### src/rtl/block_reader.sv
// Streams words 0..len-1 out of a synchronous-read product memory into a small
// output FIFO, then to a consumer over a valid/acknowledge handshake.
module block_reader #(
  parameter int ADDR_W    = 6,
  parameter int DATA_W    = 32,
  parameter int BUF_DEPTH = 4
) (
  input  logic              clk,
  input  logic              rst,
  input  logic              EN_blockRead,
  input  logic [ADDR_W:0]   write_count,
  output logic              RDY_blockRead,
  output logic              EN_readMem,
  output logic [ADDR_W-1:0] readMem_addr,
  input  logic [DATA_W-1:0] readMem_val,
  output logic              VALID_memVal,
  output logic [DATA_W-1:0] memVal_data,
  input  logic              ACK_memVal,
  output logic              DONE_blockRead,
  output logic [1:0]        dbg_state_o
);

  // Handshake: a word moves on any rising edge where VALID_memVal and
  // ACK_memVal are both high; the head word holds steady until then.

  localparam int PW = (BUF_DEPTH > 1) ? $clog2(BUF_DEPTH) : 1;
  localparam int CW = $clog2(BUF_DEPTH + 1);
  localparam logic [CW:0]     DEPTH_C = (CW + 1)'(BUF_DEPTH);
  localparam logic [ADDR_W:0] MAX_LEN = {1'b1, {ADDR_W{1'b0}}};
  localparam logic [PW-1:0]   LAST_P  = PW'(BUF_DEPTH - 1);

  typedef enum logic [1:0] {
    IDLE  = 2'd0,
    READ  = 2'd1,
    DRAIN = 2'd2
  } state_t;

  state_t              state_q, state_d;
  logic [ADDR_W:0]     len_q, len_d;
  logic [ADDR_W:0]     nxt_q, nxt_d;
  logic                en_q, en_d;
  logic [ADDR_W-1:0]   addr_q, addr_d;
  logic                rv_q;
  logic                done_q, done_d;
  logic [PW-1:0]       wr_ptr_q, rd_ptr_q;
  logic [CW-1:0]       count_q, count_d;
  logic [DATA_W-1:0]   fifo_mem [BUF_DEPTH];

  logic                push, pop, room;
  logic [ADDR_W:0]     wc_clamped;

  // rv_q marks the cycle in which readMem_val carries the word issued last cycle.
  assign push = rv_q;
  assign pop  = VALID_memVal & ACK_memVal;

  assign count_d = count_q + {{(CW-1){1'b0}}, push} - {{(CW-1){1'b0}}, pop};
  // After this edge the FIFO plus reads in flight must still leave a slot for a new read.
  assign room    = ({1'b0, count_d} + {{CW{1'b0}}, en_q}) < DEPTH_C;

  assign wc_clamped = (write_count > MAX_LEN) ? MAX_LEN : write_count;

  always_comb begin
    state_d = state_q;
    len_d   = len_q;
    nxt_d   = nxt_q;
    en_d    = 1'b0;
    addr_d  = addr_q;
    done_d  = 1'b0;
    case (state_q)
      IDLE: begin
        if (EN_blockRead) begin
          if (write_count == '0) begin
            done_d = 1'b1;
          end else begin
            // The FIFO is empty in IDLE, so address 0 can go out on the start edge.
            len_d   = wc_clamped;
            en_d    = 1'b1;
            addr_d  = '0;
            nxt_d   = (ADDR_W + 1)'(1);
            state_d = (wc_clamped == (ADDR_W + 1)'(1)) ? DRAIN : READ;
          end
        end
      end
      READ: begin
        if (room) begin
          en_d   = 1'b1;
          addr_d = nxt_q[ADDR_W-1:0];
          nxt_d  = nxt_q + 1'b1;
          if (nxt_q == len_q - 1'b1) state_d = DRAIN;
        end
      end
      DRAIN: begin
        if (!en_q && !rv_q && count_d == '0) begin
          state_d = IDLE;
          done_d  = 1'b1;
        end
      end
      default: state_d = IDLE;
    endcase
  end

  always_ff @(posedge clk or negedge rst) begin
    if (!rst) begin
      state_q <= IDLE;
      len_q   <= '0;
      nxt_q   <= '0;
      en_q    <= 1'b0;
      addr_q  <= '0;
      rv_q    <= 1'b0;
      done_q  <= 1'b0;
    end else begin
      state_q <= state_d;
      len_q   <= len_d;
      nxt_q   <= nxt_d;
      en_q    <= en_d;
      addr_q  <= addr_d;
      rv_q    <= en_q;
      done_q  <= done_d;
    end
  end

  always_ff @(posedge clk or negedge rst) begin
    if (!rst) begin
      wr_ptr_q <= '0;
      rd_ptr_q <= '0;
      count_q  <= '0;
    end else begin
      count_q <= count_d;
      if (push) wr_ptr_q <= (wr_ptr_q == LAST_P) ? '0 : wr_ptr_q + 1'b1;
      if (pop)  rd_ptr_q <= (rd_ptr_q == LAST_P) ? '0 : rd_ptr_q + 1'b1;
    end
  end

  always_ff @(posedge clk) begin
    if (push) fifo_mem[wr_ptr_q] <= readMem_val;
  end

  assign RDY_blockRead  = (state_q == IDLE);
  assign EN_readMem     = en_q;
  assign readMem_addr   = addr_q;
  assign VALID_memVal   = (count_q != '0);
  assign memVal_data    = VALID_memVal ? fifo_mem[rd_ptr_q] : '0;
  assign DONE_blockRead = done_q;
  assign dbg_state_o    = state_q;

endmodule
### config.mk
export PLATFORM = sky130hd
export DESIGN_NAME = block_reader
export DESIGN_NICKNAME = d
export VERILOG_FILES = /design/src/rtl/block_reader.sv
export SDC_FILE = /design/constraint.sdc
export NUM_CORES = 1
export LEC_CHECK = 0
export CAP_MARGIN = 20
export CORE_ASPECT_RATIO = 0.9
export CORE_UTILIZATION = 40
export CTS_BUF_LIST = sky130_fd_sc_hd__clkbuf_4 sky130_fd_sc_hd__clkbuf_8 sky130_fd_sc_hd__clkbuf_16
export CTS_CLUSTER_DIAMETER = 100
export CTS_CLUSTER_SIZE = 14
export DETAILED_ROUTE_END_ITERATION = 10
export PLACE_DENSITY_LB_ADDON = 0.12
export SETUP_SLACK_MARGIN = 0.5
export SYNTH_ARGS = -nofsm -noshare
export SYNTH_HDL_FRONTEND = slang
export SYNTH_SLANG_ARGS = --single-unit
### constraint.sdc
create_clock -name clk -period 9.2 [get_ports clk]
set_input_delay 1.38 -clock clk [delete_from_list [all_inputs] [get_ports clk]]
set_output_delay 1.38 -clock clk [all_outputs]
set_load 0.01 [all_outputs]
==> results by group <==
Global routing
  • GRT Overall Usage: 15.9%
  • Largest net degree at the start of global routing: 35
  • Antenna violations before repair: 0
  • Overflow after GRT: 0
  • Global-route wire length before repair: between 15000 and 20000 um
  • Vias in the first global route: about 3500

Layout
  • # nets final: ~530
  • Fin util: between 50% and 60%
  • Synth-to-Final Area Change: 25.0%
  • Layout cells sized above 1: roughly 16%
  • ANT cells: 0

Placement
  • Port Buffers: 86
  • Hpwl dp: around 7500 um
  • Placer Congestion: 0.738
  • Post-place setup slack: 4.57 ns

Logic synthesis
  • Syn_nets: 435
  • Sequential share of the synthesized area: between 70% and 80%
  • Top_reg_cell synth: edfxtp_1
  • Yosys cell types: 42
  • Seq cells post-synth: 160
  • Synth Warn #: 0
  • Post-Synthesis Cell Area: roughly 6600 um^2
  • Number of synthesized flops with an enable pin: around 130
  • FFs w/ async S/R, synth: between 20% and 30%
  • Post-Syn Instances: 382
  • Syn_area_per_cell: roughly 17 um^2

Power
  • Sequential share of power: around 40%
  • Leakage: approximately 0.0029 uW
  • Internal: approximately 2000 uW
  • P per Cell Area: between 300 and 400 nW/um^2
  • Combinational share of power: 37.3%
  • Net Sw Frac: between 30% and 40%
  • Clock power frac: a little under a quarter
  • Peak VDD IR: around 0.00018 V
  • Total power: 2870 uW
  • Net Switching: roughly 900 uW

Min path
  • WHS Endpoint: push$_DFF_PN0_
  • Min-Delay Path Class: reg2reg
  • Worst Hold Path Cells: 0
  • Hold path startpoint: EN_readMem$_DFF_PN0_

Clock network
  • CTS Root Cell: clkbuf_16
  • Maximum clock path buffer count: 2
  • Clock tree from TritonCTS: yes
  • Post-CTS Setup Bufs: 0
  • Total CTS buffers: 17
  • Post-CTS Resized: 0
  • Reg clk slew, reported paths: about 0.060 ns
  • Sink Count: 160
  • Clk Latency, worst-skew pair: 0.42 ns
  • Hold buffers post-CTS: 0
  • H-tree levels: 4

Detailed routing
  • Iteration-0 DRC Markers: ~170
  • DRC viols: 0
  • Routed WL: about 12000 um
  • DR vias: 3489
  • DR WL/cell: around 18 um
  • First-pass DRT Iterations: 4
  • Post-route ant nets: 0
  • DR vias/cell: about 5.0

STA
  • Hold slack: 0.454 ns
  • Final Cycle Share: about 46%
  • Final Hold Violating Endpoints: 0
  • Setup TNS: 0 ns
  • Minimum clock period: 4.22 ns
  • Final Setup Violations: 0
  • Measured slew at the worst slew-check pin: roughly 0.92 ns
  • F_max: 237 MHz
  • Clock skew: roughly 0.0058 ns
  • Setup ws final: between 4 and 5 ns
  • Final slew viol count: 0
  • Rel. slew slack: roughly two fifths
  • Unrepaired setup endpoints after global routing: false

Floorplanning
  • # IOs: 87
  • Die area: ~17000 um^2
  • Die width: roughly 140 um
  • Core box area: roughly 16000 um^2
  • Row count: 44
  • Initial Util: between 40% and 50%
  • DIE HEIGHT: 124 um

Critical path
  • WP data required: ~9.5 ns
  • R2r startpoint: count_q[1]$_DFF_PN0_
  • Critical Path Source Type: input pin
  • R2R cell count: 14
  • Critical path endpoint category: register
  • Crit path max fanout: 21
  • Crit path DAT: roughly 4.5 ns
  • Critical path class: in2reg
  • Worst r2r dst: nxt_q[4]$_DFFE_PN0P_
  • R2R Setup Slk: 5.64 ns

Outcome
  • Outcome: complete, no violations

Run
  • Max-Cap Viols: 0
## sequential cells by signal, indices dropped and copies added, names as in the netlist
| register | count |
|---|---|
| fifo_mem | 128 |
| len_q | 7 |
| nxt_q | 7 |
| readMem_addr | 6 |
| count_q | 3 |
| dbg_state_o | 2 |
| rd_ptr_q | 2 |
| wr_ptr_q | 2 |
| DONE_blockRead | 1 |
| EN_readMem | 1 |
| push | 1 |
## per-stage QoR
step | cells | cell area (um^2)
after floorplan | 382 | 6580
after global placement | 660 | 7640
after detailed placement | 660 | 7640
after CTS | 692 | 8220
after global routing | 692 | 8220
final | 692 | 8220
## Yosys cell counts (all sizes together) (2+ instances only)
cell type	n	area share [%]
o21ai	17	1.4
nand4	3	0.29
a21oi	2	0.15
and4	2	0.27
mux4	32	11
clkbuf	11	0.63
nor4b	2	0.27
or3	2	0.19
nor3	3	0.23
dfrtp	32	12
nor2	11	0.63
o31ai	2	0.23
inv	17	0.97
a21o	2	0.23
nand3	10	0.76
nand3b	2	0.23
xnor2	6	0.80
edfxtp	128	58
nand2	15	0.86
nand4b	2	0.27
ha	9	1.7
and2	36	3.4
nand2b	6	0.57
xor2	10	1.3
buf	7	0.70
## power by group through the flow
stage | registers, uW | logic, uW | clock network, uW
floorplan | 1060 | 741 | 0
CTS | 1130 | 1090 | 693
finish | 1120 | 1070 | 679
global route | 1150 | 1180 | 723
detailed placement | 1140 | 1090 | 0
global placement | 1130 | 1070 | 0
## cells in the final DEF, fill, tap and decap left out, drive strengths merged, types with 2 or more instances in the layout
cell type / count
a21o: 2
a21oi: 2
and2: 36
and4: 2
buf: 3
clkbuf: 24
clkdlybuf4s50: 86
clkinv: 5
dfrtp: 32
edfxtp: 128
ha: 9
inv: 19
mux4: 32
nand2: 15
nand2b: 6
nand3: 10
nand3b: 2
nand4: 3
nand4b: 2
nor2: 11
nor3: 3
nor4b: 2
o21ai: 17
o31ai: 2
or3: 2
xnor2: 6
xor2: 10
## how the worst max path moves through the flow
| stage | depth (start not counted) | start | endpoint | slack [ns] |
|---|---|---|---|---|
| global route | 14 | ACK_memVal | nxt_q[5]$_DFFE_PN0P_ | 4.73 |
| detailed placement | 14 | ACK_memVal | nxt_q[4]$_DFFE_PN0P_ | 4.57 |
| CTS | 4 | rd_ptr_q[0]$_DFFE_PN0P_ | memVal_data[31] | 4.93 |
| global placement | 14 | ACK_memVal | nxt_q[4]$_DFFE_PN0P_ | 4.66 |
| finish | 14 | ACK_memVal | nxt_q[4]$_DFFE_PN0P_ | 4.98 |
| floorplan | 14 | ACK_memVal | nxt_q[5]$_DFFE_PN0P_ | 5.69 |
## worst max-delay path: stages
cell             delay, ns
clkdlybuf4s50_1       0.54
nand2_1               0.13
inv_1                 0.08
ha_1                  0.22
inv_1                 0.05
ha_1                  0.13
inv_1                 0.05
fa_1                  0.36
xor3_1                0.22
a31o_2                0.25
o21ai_2               0.67
nand4_1               0.20
xor2_1                0.18
nor2_1                0.05
## logic make-up (layout without fill, tap and decap cells)
group / after synthesis / count (layout) / share of synthesized area, %
flip-flops: 160 / 160 / 70.6
AND/OR/NAND/NOR: 97 / 97 / 8.35
buffers and inverters: 35 / 138 / 2.30
multiplexers: 33 / 33 / 11.1
AO/OA/AOI/OAI: 30 / 30 / 3.06
XOR/XNOR: 17 / 17 / 2.49
adder cells (fa/ha/maj): 10 / 10 / 2.02
## cell type report
type / count / area, um^2
Fill cell: 1332 / 7850
Sequential cell: 160 / 4650
Multi-Input combinational cell: 187 / 1780
Timing Repair Buffer: 89 / 883
Clock buffer: 24 / 537
Tap cell: 207 / 259
Inverter: 17 / 63.8
Clock inverter: 8 / 47.5
## per-layer routing
metal  share of wire (%)  global-route usage (%)
met1                  45                    20.5
met2                  49                    25.1
met3                 4.9                    5.17
met4                 1.1                    5.77
met5                   0                       0
No activity file was read; power rests on OpenSTA's default activity.
